### src/rtl/calc_pkg.sv
// Shared constants, FSM state type and 7-segment decoding for the calculator
// display path.
package calc_pkg;

    localparam int unsigned NUM_DIGITS = 6;
    localparam int unsigned BCD_DIGITS = 5;
    localparam int unsigned BIN_W      = 16;
    localparam int unsigned BCD_W      = 4 * BCD_DIGITS;
    localparam int unsigned SEG_W      = 7;

    // Segment patterns are {g,f,e,d,c,b,a}, active-low
    localparam logic [SEG_W-1:0] SEG_BLANK = 7'b1111111;
    localparam logic [SEG_W-1:0] SEG_MINUS = 7'b0111111;

    typedef enum logic [1:0] {
        IDLE = 2'd0,
        CONV = 2'd1,
        LOAD = 2'd2
    } conv_state_e;

    function automatic logic [SEG_W-1:0] seg_decode(input logic [3:0] d);
        logic [SEG_W-1:0] s;
        case (d)
            4'd0:    s = 7'b1000000;
            4'd1:    s = 7'b1111001;
            4'd2:    s = 7'b0100100;
            4'd3:    s = 7'b0110000;
            4'd4:    s = 7'b0011001;
            4'd5:    s = 7'b0010010;
            4'd6:    s = 7'b0000010;
            4'd7:    s = 7'b1111000;
            4'd8:    s = 7'b0000000;
            4'd9:    s = 7'b0010000;
            default: s = SEG_BLANK;
        endcase
        return s;
    endfunction

endpackage

### src/rtl/bin2bcd_seq.sv
// Sequential double-dabble converter: one add-3/shift step per cycle,
// 16 shifts then a single LOAD cycle in which the BCD result is presented.
module bin2bcd_seq
    import calc_pkg::*;
(
    input  logic             clk,
    input  logic             reset,
    input  logic             start,
    input  logic [BIN_W-1:0] bin,
    output logic [BCD_W-1:0] bcd,
    output logic             done,
    output logic             busy
);

    localparam int unsigned CNT_W = $clog2(BIN_W);
    localparam int unsigned SR_W  = BCD_W + BIN_W;

    conv_state_e      state;
    conv_state_e      state_nxt;
    logic [SR_W-1:0]  sr;
    logic [SR_W-1:0]  sr_adj;
    logic [CNT_W-1:0] cnt;

    // State register; busy mirrors "not IDLE" one cycle ahead so it is a flop
    always_ff @(posedge clk) begin
        if (reset) begin
            state <= IDLE;
            busy  <= 1'b0;
        end else begin
            state <= state_nxt;
            busy  <= (state_nxt != IDLE);
        end
    end

    // Next-state logic
    always_comb begin
        state_nxt = state;
        case (state)
            IDLE:    if (start) state_nxt = CONV;
            CONV:    if (cnt == CNT_W'(BIN_W - 1)) state_nxt = LOAD;
            LOAD:    state_nxt = IDLE;
            default: state_nxt = IDLE;
        endcase
    end

    // Outputs
    always_comb begin
        done = (state == LOAD);
        bcd  = sr[SR_W-1 -: BCD_W];
    end

    // Add-3 correction on every BCD nibble that would overflow when doubled
    always_comb begin
        sr_adj = sr;
        for (int i = 0; i < int'(BCD_DIGITS); i++) begin
            if (sr[BIN_W + 4*i +: 4] >= 4'd5) begin
                sr_adj[BIN_W + 4*i +: 4] = sr[BIN_W + 4*i +: 4] + 4'd3;
            end
        end
    end

    // Shift register and shift counter
    always_ff @(posedge clk) begin
        if (reset) begin
            sr  <= '0;
            cnt <= '0;
        end else begin
            case (state)
                IDLE: begin
                    if (start) begin
                        sr  <= {BCD_W'(0), bin};
                        cnt <= '0;
                    end
                end
                CONV: begin
                    sr  <= {sr_adj[SR_W-2:0], 1'b0};
                    cnt <= cnt + CNT_W'(1);
                end
                default: ;
            endcase
        end
    end

endmodule

### src/rtl/result_display.sv
// Calculator result display: converts {NEG,RESULT} to BCD on change and scans
// it onto a six-digit common-anode 7-segment display with zero blanking.
module result_display
    import calc_pkg::*;
#(
    parameter int unsigned SCAN_DIV = 50000
) (
    input  logic                  clk,
    input  logic                  reset,
    input  logic [BIN_W-1:0]      RESULT,
    input  logic                  NEG,
    output logic [NUM_DIGITS-1:0] AN,
    output logic [SEG_W-1:0]      SEG,
    output logic                  busy
);

    localparam int unsigned SCAN_W = (SCAN_DIV > 1) ? $clog2(SCAN_DIV) : 1;

    logic [BIN_W:0]                 last;
    logic [BCD_DIGITS-1:0][3:0]     dig;
    logic                           sign;
    logic [SCAN_W-1:0]              scan_cnt;
    logic [2:0]                     idx;
    logic                           start;
    logic                           done;
    logic [BCD_W-1:0]               bcd;
    logic [BCD_DIGITS-1:0]          blank;
    logic                           lead_zero;

    // Only sample a new value while the converter is idle
    assign start = ({NEG, RESULT} != last) && !busy;

    bin2bcd_seq u_conv (
        .clk   (clk),
        .reset (reset),
        .start (start),
        .bin   (RESULT),
        .bcd   (bcd),
        .done  (done),
        .busy  (busy)
    );

    // Last accepted value
    always_ff @(posedge clk) begin
        if (reset) begin
            last <= '0;
        end else if (start) begin
            last <= {NEG, RESULT};
        end
    end

    // Displayed digits and sign; negative zero shows without a minus
    always_ff @(posedge clk) begin
        if (reset) begin
            dig  <= '0;
            sign <= 1'b0;
        end else if (done) begin
            dig  <= bcd;
            sign <= last[BIN_W] & (last[BIN_W-1:0] != '0);
        end
    end

    // Digit scan timer
    always_ff @(posedge clk) begin
        if (reset) begin
            scan_cnt <= '0;
            idx      <= '0;
        end else if (scan_cnt == SCAN_W'(SCAN_DIV - 1)) begin
            scan_cnt <= '0;
            idx      <= (idx == 3'(NUM_DIGITS - 1)) ? 3'd0 : idx + 3'd1;
        end else begin
            scan_cnt <= scan_cnt + SCAN_W'(1);
        end
    end

    // Leading-zero blanking: a digit blanks when it and everything left of it is 0
    always_comb begin
        lead_zero = 1'b1;
        blank     = '0;
        for (int i = int'(BCD_DIGITS) - 1; i >= 1; i--) begin
            lead_zero = lead_zero & (dig[i] == 4'd0);
            blank[i]  = lead_zero;
        end
    end

    // Anode select and segment mux
    always_comb begin
        AN = ~(NUM_DIGITS'(1) << idx);
        if (idx == 3'(NUM_DIGITS - 1)) begin
            SEG = sign ? SEG_MINUS : SEG_BLANK;
        end else if (blank[idx]) begin
            SEG = SEG_BLANK;
        end else begin
            SEG = seg_decode(dig[idx]);
        end
    end

endmodule

### config.mk
export PLATFORM = sky130hd
export DESIGN_NAME = result_display
export DESIGN_NICKNAME = d
export VERILOG_FILES = /design/src/rtl/calc_pkg.sv /design/src/rtl/bin2bcd_seq.sv /design/src/rtl/result_display.sv
export SDC_FILE = /design/constraint.sdc
export NUM_CORES = 1
export LEC_CHECK = 0
export ABC_AREA = 0
export CORE_MARGIN = 2
export CORE_UTILIZATION = 52
export DETAILED_ROUTE_END_ITERATION = 7
export HOLD_SLACK_MARGIN = 0.1
export PLACE_DENSITY = 0.74
export RECOVER_POWER = 100
export SLEW_MARGIN = 15
export SYNTH_ARGS = -nofsm -noshare
export SYNTH_HDL_FRONTEND = slang
export SYNTH_SLANG_ARGS = --single-unit
### constraint.sdc
create_clock -name clk -period 2 [get_ports clk]
set_input_delay 0.2 -clock clk [delete_from_list [all_inputs] [get_ports clk]]
set_output_delay 0.2 -clock clk [all_outputs]
set_load 0.05 [all_outputs]
Yosys cells after proc, flatten, opt, wreduce, memory -nomap -nowiden
Memories as Yosys holds them, arrays and structs flattened.
Cells that the tools add are included.
{"block": "op_classes", "mux": 20, "n_lt_le_gt_ge": 6, "n_shift": 1, "n_eq_ne": 7, "bitwise": 5, "addsub": 8, "n_reduce_logical": 12}
{"operator": "36-bit case mux with 2 select lines", "count": 1}
{"operator": "36-bit 2-to-1 mux", "count": 1}
{"operator": "4-bit 2-to-1 mux", "count": 6}
{"operator": "7-bit 2-to-1 mux", "count": 3}
{"operator": "4-bit by 3-bit greater-or-equal comparator with 1-bit output (second input constant)", "count": 5}
{"operator": "17-bit inequality test", "count": 1}
{"operator": "16-bit by 1-bit adder with 16-bit output (second input constant)", "count": 1}
{"operator": "4-bit by 2-bit adder with 4-bit output (second input constant)", "count": 4}
{"operator": "16-bit == test (second input constant)", "count": 1}
{"operator": "4-bit logical NOT", "count": 4}
{"operator": "16-bit nonzero test", "count": 1}
{"operator": "4-bit binary-select mux with 3-bit select", "count": 1}
{"operator": "4-bit case mux with 2 select lines", "count": 1}
{"operator": "3-bit 2-to-1 mux", "count": 2}
{"operator": "6-bit inverter", "count": 1}
{"operator": "1-bit by 3-bit << shifter with 6-bit output (first input constant)", "count": 1}
{"operator": "4-bit by 1-bit adder with 4-bit output (second input constant)", "count": 1}
{"operator": "1-bit AND", "count": 4}
{"operator": "4-bit == test (second input constant)", "count": 1}
{"operator": "3-bit by 4-bit less-than comparator with 1-bit output (second input constant)", "count": 1}
{"operator": "2-bit 2-to-1 mux", "count": 2}
{"operator": "2-bit case mux with 2 select lines", "count": 1}
{"operator": "2-bit nonzero test", "count": 2}
{"operator": "3-bit by 1-bit adder with 3-bit output (second input constant)", "count": 1}
{"operator": "12 further kinds", "count": 12}
{"block": "totals", "output_inout_bits": 14, "ff_bits": 100, "mem_bits_ro": 112, "n_memories": 1, "word_cells": 73}
{"memory": "(name not given)", "words": 16, "width": 7, "rd": 1, "rd_ports_with_merged_regs": 0, "wr": 0, "line": "calc_pkg.sv:23", "source": "case (d)"}

Depth between registers and ports, before layout
Gate-level depths: netlist of the first run.
{"block": "depth", "word_depth": 8, "depth_mapped": 9}

Modules after synthesis
Synthesis of the first run repeated with hierarchy kept, for this count alone.
{"block": "unflattened", "cells_unflattened": 667, "area_unflattened_um2": 5554.1}
{"module": "result_display", "n_inst": 1, "cells_each": 385, "area_per_inst_um2": 3259.4}
{"module": "bin2bcd_seq", "n_inst": 1, "cells_each": 282, "area_per_inst_um2": 2294.7}

Least setup slack after synthesis of the first run
Ideal clock, no wire load.
{"block": "synth_timing", "kind": "reg-to-output", "start": "reg idx[0]", "end": "out SEG[3]", "stages_incl_launch_ff": 8, "arrival_time_ps": 2741, "required_ps": 1800, "setup_slack_ps": -941, "path_cell_list": "dfxtp_1 -> buf_6 -> mux4_2 -> a22oi_1 -> ha_1 -> nand2_1 -> o21ai_0 -> o21ai_0"}
{"block": "synth_between", "elab_chain_len": 5}
{"item": "start, declared", "line": "result_display.sv:23", "source": "logic [2:0] idx;"}
{"item": "start signal, assigned", "line": "result_display.sv:70", "source": "idx <= (idx == 3'(NUM_DIGITS - 1)) ? 3'd0 : idx + 3'd1;"}
{"item": "4-bit binary-select mux with 3-bit select", "line": "result_display.sv:94", "source": "SEG = seg_decode(dig[idx]);"}
{"item": "4-bit 2-to-1 mux (implied by the code)", "line": "result_display.sv:94"}
{"item": "memory 16 x 7 bit"}
{"item": "7-bit 2-to-1 mux", "line": "result_display.sv:91", "source": "end else if (blank[idx]) begin"}
{"item": "7-bit 2-to-1 mux *", "line": "result_display.sv:89", "source": "if (idx == 3'(NUM_DIGITS - 1)) begin"}
{"item": "end, declared", "line": "result_display.sv:13", "source": "output logic [SEG_W-1:0] SEG,"}
Every way passes the cells marked *; elsewhere a longest branch is shown, timed or not. The select of a mux whose other input is x is not followed.

Final worst setup path of the first run
Ends and elaborated chain as after synthesis.

==> flow_summary_export.csv, run 1 <==
group,metric,value,unit
global_route,grt_pass1_wl,18300,um
yosys,yosys_warnings,0,
cts,numClockSinks,100,
route,routed-via-count,4035,
yosys,synth_edf_count,0,
worst_hold_path,hp-class,"in2reg",
setup_path,end_kind,"primary output",
global_route,grt_remaining_overflow,0,
setup_path,crit_top_cell,"o21ai_2",
yosys,netlist_instances,555,
timing,tightest_slew,665.2,ps
cts,cts_made_buffers,9,
setup_path,cp_slowest_cell,"mux4_2",
timing,finalSetupViolCount,7,
yosys,synth_fp_nets,592,
global_route,antenna_found_initial,0,
route,dr.pass1.iters,4,
floorplan,start_util,0.5318,
pwr,vdd_drop_max,0.5798,mV
setup_path,slowest_delay,500,ps
cts,clk_pin_slew,90,ps
setup_path,startpoint_type,"flop",
route,wl,10600,um
global_route,grt_pass1_vias,4039,
floorplan,num_rows,35,
cts,ctsHoldBuffers,0,
timing,max_freq,0.4050,GHz
cells_and_area,seqCellArea,2007,sq um
cells_and_area,fin_util,0.6465,
cells_and_area,antennaDiodeCount,0,
global_route,grt_usage,0.2244,
outcome,status,"finished, violations left",
cells_and_area,final_common_cell,"dfxtp_1",
cts,cts_root_buf,"clkbuf_8",
setup_path,cp_max_fo,4,
setup_path,path_cells,"mux4_2, a22oi_2, ha_1, nand2_2, o21ai_2, o21ai_2, buf_12",
setup_path,cp.required,1800,ps
yosys,seq_area_frac_synth,0.4093,
yosys,syn_area,4891,sq um
cells_and_area,multi_input_area,2769,sq um
yosys,avgSynthCellArea,8.813,sq um
floorplan,coreArea,9196,sq um
cts,htree_levels,3,
route,ant_nets,0,
cts,cts_tree,"done",
floorplan,dieHeight,101.0,um
yosys,synth.ff_latch_count,100,
cts,clk_path_buf_depth,2,
setup_path,crit_arrival,2270,ps
route,avgViaCountPerCell,5.467,
pwr,leakage,0.002275,uW
floorplan,die_area,10200,sq um
yosys,synthFlopType,"dfxtp_1",
global_route,grt_max_degree,25,
yosys,synth_cell_types,47,
yosys,synth_top_area_frac,0.4093,
yosys,ys_top_cells_by_area,"dfxtp_1 (41%), mux2i_1 (7.2%), xnor2_1 (5.7%), nor2_1 (5.3%), nand2_1 (5.0%)",
yosys,synth_area_leader_cell,"dfxtp_1",
timing,rsz0062_at_grt,"yes",
run,maxCapViolCount,0,
cells_and_area,drive_gt1_frac,0.1882,
cells_and_area,area_growth,21.57,%
placement,dp_hpwl,7697,um
timing,hold_violations,0,
outcome,violations,"negative setup slack",
cells_and_area,finalNetCount,660,
cells_and_area,final_cell_mix,"dfxtp_1 (98), nor2_1 (69), nand2_1 (62), buf_4 (44), mux2i_1 (34)",
cells_and_area,n_fill_cell,802,
placement,portBuffers,32,
pwr,power-per-cell-area,645.4,nW/um^2
route,drc,0,
timing,fin_crit_sh,1.235,
cts,clk_latency,360,ps
timing,fin_crit,2469,ps
floorplan,fp.dieW,101.0,um
route,wl_per_cell,14.36,um
yosys,ys_async_sr_fraction,0,
setup_path,path_class,"reg2out",
placement,gp_congestion,0.8657,
route,drtIter0Drc,135,
timing,finalClockSkew,10.76,ps
floorplan,io_pins,33,
timing,drv_slew,0,
timing,setup_slack,-469.2,ps
timing,slew_headroom,0.5555,
pwr,totalPowerFinal,3837,uW
metal layers:
metal	part of all wire	global-route usage	vias to the layer above
met5	0	0	-
met4	0.013	0.05717	0
met3	0.024	0.05617	10
met2	0.52	0.4190	58
met1	0.44	0.2538	1915
li1	-	-	2052
cell type report:
| type | count | share of cell area |
|---|---|---|
| multi-input combinational | 404 | 0.4657 |
| sequential | 100 | 0.3375 |
| timing repair buffer | 86 | 0.1242 |
| clock buffer | 12 | 0.02778 |
| tap | 111 | 0.02336 |
| inverter | 22 | 0.01389 |
| clock inverter | 3 | 0.007576 |
worst paths after layout:
| path | from | to | slack (ps) | cells past startpoint |
|---|---|---|---|---|
| min reg2reg | dig[2]$_SDFFE_PP0N_ | dig[2]$_SDFFE_PP0N_ | 480 | 2 |
| min | reset | dig[15]$_SDFFE_PP0N_ | 230 | 2 |
| max reg2reg | last[10]$_SDFFE_PP0P_ | u_conv.sr[5]$_SDFFE_PP0P_ | 90 | 8 |
| max | idx[0]$_SDFFE_PP0P_ | SEG[3] | -470 | 7 |
metrics by stage:
stage               setup WS (ps)  instance area, sq um  TNS [ps]  hold slack (ps)  cells
floorplan                  -322.3                  4945     -1216            343.9    555
global placement           -107.4                  5642     -1032            443.7    719
detailed placement         -169.6                  5642     -1983            460.6    719
CTS                        -464.5                  5954     -2925            220.3    737
global route               -578.9                  5946     -4197            218.0    738
finish                     -469.2                  5946     -2951            232.5    738
worst max-delay path, delay by kind of cell, from the launching register on:
family | cells | cell delay [ps]
flip-flops | 1 | 360
AO/OA/AOI/OAI | 3 | 510
adder cells (fa/ha/maj) | 1 | 300
buffers and inverters | 1 | 150
AND/OR/NAND/NOR | 1 | 80
multiplexers | 1 | 500
cells in the mapped netlist (2+ instances only):
master      n
a22oi_1     4
o21ai_0    16
nand2_1    65
nand4_1     7
xor2_1     14
mux2i_1    35
nand2b_1    9
nor3_2      2
mux2_2      3
xnor2_1    32
nor4_1      6
a31oi_1     5
ha_1       18
dfxtp_1   100
mux4_2      2
buf_1       3
nor3_1      8
a21oi_1    32
buf_2       6
clkbuf_1   15
nor2_1     69
a22o_1     17
a211oi_1   20
o22ai_1     2
nor2b_1     5
nand3_1    13
o21a_1      2
buf_6       4
inv_1      22
and3_1      2
sequential cells by signal, summed over array words and instances (netlist names):
signal,count
u_conv.sr,36
dig,20
last,17
scan_cnt,16
u_conv.cnt,4
idx,3
u_conv.state,2
sign,1
u_conv.busy,1
where the power goes:
group | internal, uW | switching (uW) | total [uW]
registers | 2060 | 55.4 | 2110
clock network | 674 | 669 | 1340
logic | 185 | 198 | 382
total | 2920 | 922 | 3840
what timing repair did:
item                       in CTS  in global routing
pin swaps                      10                  8
setup endpoints to repair       8                  8
resized for setup              19                 14
buffers inserted                4                  2
cell families after synthesis:
kind of cell             Yosys count  synth area share
AO/OA/AOI/OAI                    108            0.1504
XOR/XNOR                          46           0.08237
adder cells (fa/ha/maj)           18           0.04605
buffers and inverters             51           0.04758
flip-flops                       100            0.4093
multiplexers                      40           0.08775
AND/OR/NAND/NOR                  192            0.1765
Note: power is estimated with default switching activity, not from simulation.
==> run 2, diff against run 1 <==
SYNTH_HIERARCHICAL = 1   (was not set)
==> flow_summary_export.csv, run 2 <==
group,metric,value,unit
global_route,grt_pass1_vias,4810,
yosys,seq_area_frac_synth,0.3604,
route,dr.pass1.iters,5,
placement,dp_hpwl,9372,um
setup_path,reg2reg_from,"last[11]$_SDFFE_PP0P_",
global_route,antenna_found_initial,0,
cells_and_area,stdcell_count,863,
cts,cts_made_buffers,9,
timing,max_freq,0.3943,GHz
route,routed-via-count,4867,
outcome,violations,"negative setup slack",
cells_and_area,top_register,"u_conv/sr",
timing,slew_headroom,0.4311,
route,wl_per_cell,15.72,um
yosys,yosys_warnings,6,
cts,clk_pin_slew,90,ps
floorplan,io_pins,33,
cts,numClockSinks,100,
cts,htree_levels,3,
outcome,status,"finished, violations left",
route,drtIter0Drc,223,
run,maxCapViolCount,0,
cells_and_area,final_cell_mix,"nor2_1 (103), dfxtp_1 (94), buf_4 (69), mux2i_1 (47), nand2_1 (40)",
setup_path,r2r_cells,10,
timing,fin_crit,2536,ps
setup_path,cp.required,1800,ps
yosys,netlist_instances,667,
global_route,grt_remaining_overflow,0,
timing,tns,-3452,ps
worst_hold_path,hold-path-cell-count,2,
pwr,vdd_drop_max,0.3735,mV
pwr,leakage,0.002536,uW
yosys,synth_top_area_frac,0.3604,
yosys,synthFlopType,"dfxtp_1",
cells_and_area,finalNetCount,759,
yosys,ys_top_cells_by_area,"dfxtp_1 (36%), mux2i_1 (8.8%), nor2_1 (7.1%), xnor2_1 (4.4%), ha_1 (4.1%)",
timing,tightest_slew,845.5,ps
floorplan,die_area,11520,sq um
route,wl,13570,um
yosys,ys_async_sr_fraction,0,
pwr,power-per-cell-area,572.2,nW/um^2
setup_path,cp_slowest_cell,"dfxtp_4",
route,avgViaCountPerCell,5.640,
placement,gp_congestion,0.9045,
timing,finalClockSkew,10.04,ps
setup_path,startpoint_type,"flop",
floorplan,dieHeight,107.4,um
yosys,synth.most_common_cell,"nor2_1",
cts,clk_path_buf_depth,2,
timing,fin_crit_sh,1.268,
setup_path,crit_arrival,2340,ps
cells_and_area,antennaDiodeCount,0,
cells_and_area,drive_gt1_frac,0.2215,
route,ant_nets,0,
worst_hold_path,hold_end,"last[12]$_SDFFE_PP0P_",
timing,rsz0062_at_grt,"yes",
floorplan,coreArea,10370,sq um
global_route,grt_pass1_wl,22400,um
yosys,syn_area,5554,sq um
placement,portBuffers,32,
cts,cts_root_buf,"clkbuf_8",
timing,setup_slack,-536.0,ps
yosys,synth_fp_nets,704,
global_route,grt_max_degree,49,
route,drc,0,
timing,hold_violations,0,
yosys,synth_cell_types,51,
floorplan,num_rows,37,
cts,ctsHoldBuffers,0,
cts,clk_latency,370,ps
setup_path,path_class,"reg2out",
setup_path,r2r_end,"u_conv/sr[14]$_SDFFE_PP0P_",
cells_and_area,final_common_cell,"nor2_1",
setup_path,end_kind,"primary output",
yosys,synth_area_leader_cell,"dfxtp_1",
setup_path,cp_max_fo,7,
setup_path,startpoint,"idx[1]$_SDFFE_PP0P_",
floorplan,start_util,0.5356,
yosys,synth.ff_latch_count,100,
timing,drv_slew,0,
global_route,grt_usage,0.2446,
setup_path,path_cells,"mux2i_1, nor3_1, a211oi_2, buf_4, ha_1, nor3_1, buf_4, o31ai_4, buf_6",
placement,dp_cells,835,
cells_and_area,area_growth,21.83,%
worst_hold_path,hp-start,"reset",
yosys,synth_edf_count,0,
cells_and_area,n_fill_cell,877,
cells_and_area,top_regs,"u_conv/sr x36, dig x20, last x17",
cells_and_area,largest_reg_flops,36,
setup_path,slowest_delay,420,ps
yosys,ys_top_cells_by_count,"nor2_1 (105), dfxtp_1 (100), mux2i_1 (49)",
setup_path,r2r_slack,110,ps
worst_hold_path,hp-class,"in2reg",
timing,finalSetupViolCount,7,
floorplan,fp.dieW,107.4,um
yosys,avgSynthCellArea,8.327,sq um
cts,cts_tree,"done",
-- run 2: changes by cell type in the layout (fill, tap and decap cells not counted), sizes merged, moves of 5 or more --
cell,delta
a211oi,-16
a31oi,-5
buf,+28
clkbuf,-12
mux2i,+14
nand2,-24
nor2,+38
nor2b,+12
nor3,+16
nor3b,+13
nor4b,+12
o211ai,+13
or3,+5
-- run 2: logic make-up (layout without fill, tap and decap cells) --
kind of cell | Yosys count | after routing | synth area share
xor gates and xnor gates | 40 | 40 | 0.06308
adders and majority gates | 18 | 18 | 0.04055
buffers and inverters | 80 | 140 | 0.07344
and+or+nand+nor | 281 | 281 | 0.2557
AOI/OAI and AO/OA | 96 | 96 | 0.1124
DFF | 100 | 100 | 0.3604
muxes | 52 | 52 | 0.09439
-- run 2: worst max path at each step --
| stage | slack, ps | cells after the start | endpoint |
|---|---|---|---|
| finish | -540 | 9 | SEG[0] |
| global route | -630 | 9 | SEG[5] |
| CTS | -520 | 8 | SEG[3] |
| detailed placement | -360 | 8 | SEG[3] |
| global placement | -210 | 8 | SEG[0] |
| floorplan | -220 | 8 | SEG[3] |
-- run 2: through the flow --
stage | hold slack, ps | power, uW | cell area, sq um | util | worst slack [ps]
CTS | 270.6 | 3901 | 6675 | 0.6437 | -524.5
floorplan | 343.9 | 2514 | 5729 | - | -216.1
finish | 296.8 | 3872 | 6766 | 0.6525 | -536.0
global route | 299.8 | 4052 | 6766 | 0.6525 | -630.5
detailed placement | 437.5 | 2716 | 6344 | 0.6117 | -356.7
global placement | 429.0 | 2700 | 6344 | 0.6117 | -210.2
-- run 2: routing by layer --
metal,routed length [um],part of all wire,track usage
met2,6766,0.50,0.4191
met1,5968,0.44,0.2992
met3,402,0.030,0.03692
met5,0,0,0
met4,428,0.032,0.1200
-- run 2: cell type report --
type / instances / area, sq um / share of cell area
Clock buffer: 9 / 123.9 / 0.01831
Clock inverter: 7 / 48.80 / 0.007212
Sequential cell: 100 / 2012 / 0.2973
Multi-Input combinational cell: 487 / 3441 / 0.5085
Inverter: 20 / 75.07 / 0.01109
Tap cell: 136 / 170.2 / 0.02515
Timing Repair Buffer: 104 / 895.9 / 0.1324
-- run 2: what timing repair did --
action / 4_1_cts / 5_1_grt
cloned: 0 / 0
hold endpoints to repair: 0 / 0
gates resized for setup: 29 / 21
pin swaps: 9 / 7
buffers inserted: 8 / 5
setup endpoints to repair: 8 / 54
-- run 2: power breakdown --
part           internal, uW  switching (uW)  leakage, uW
clock                   462             734    0.0000955
combinational           245             284      0.00162
sequential             2070            76.4     0.000819
total                  2780            1090      0.00254
-- run 2: critical path: cells and delay by family (launching register included) --
| kind | cells | cell delay (ps) |
|---|---|---|
| AO/OA/AOI/OAI | 2 | 490 |
| multiplexers | 1 | 210 |
| adder cells (fa/ha/maj) | 1 | 160 |
| AND/OR/NAND/NOR | 2 | 130 |
| buffers and inverters | 3 | 540 |
| flip-flops | 1 | 420 |
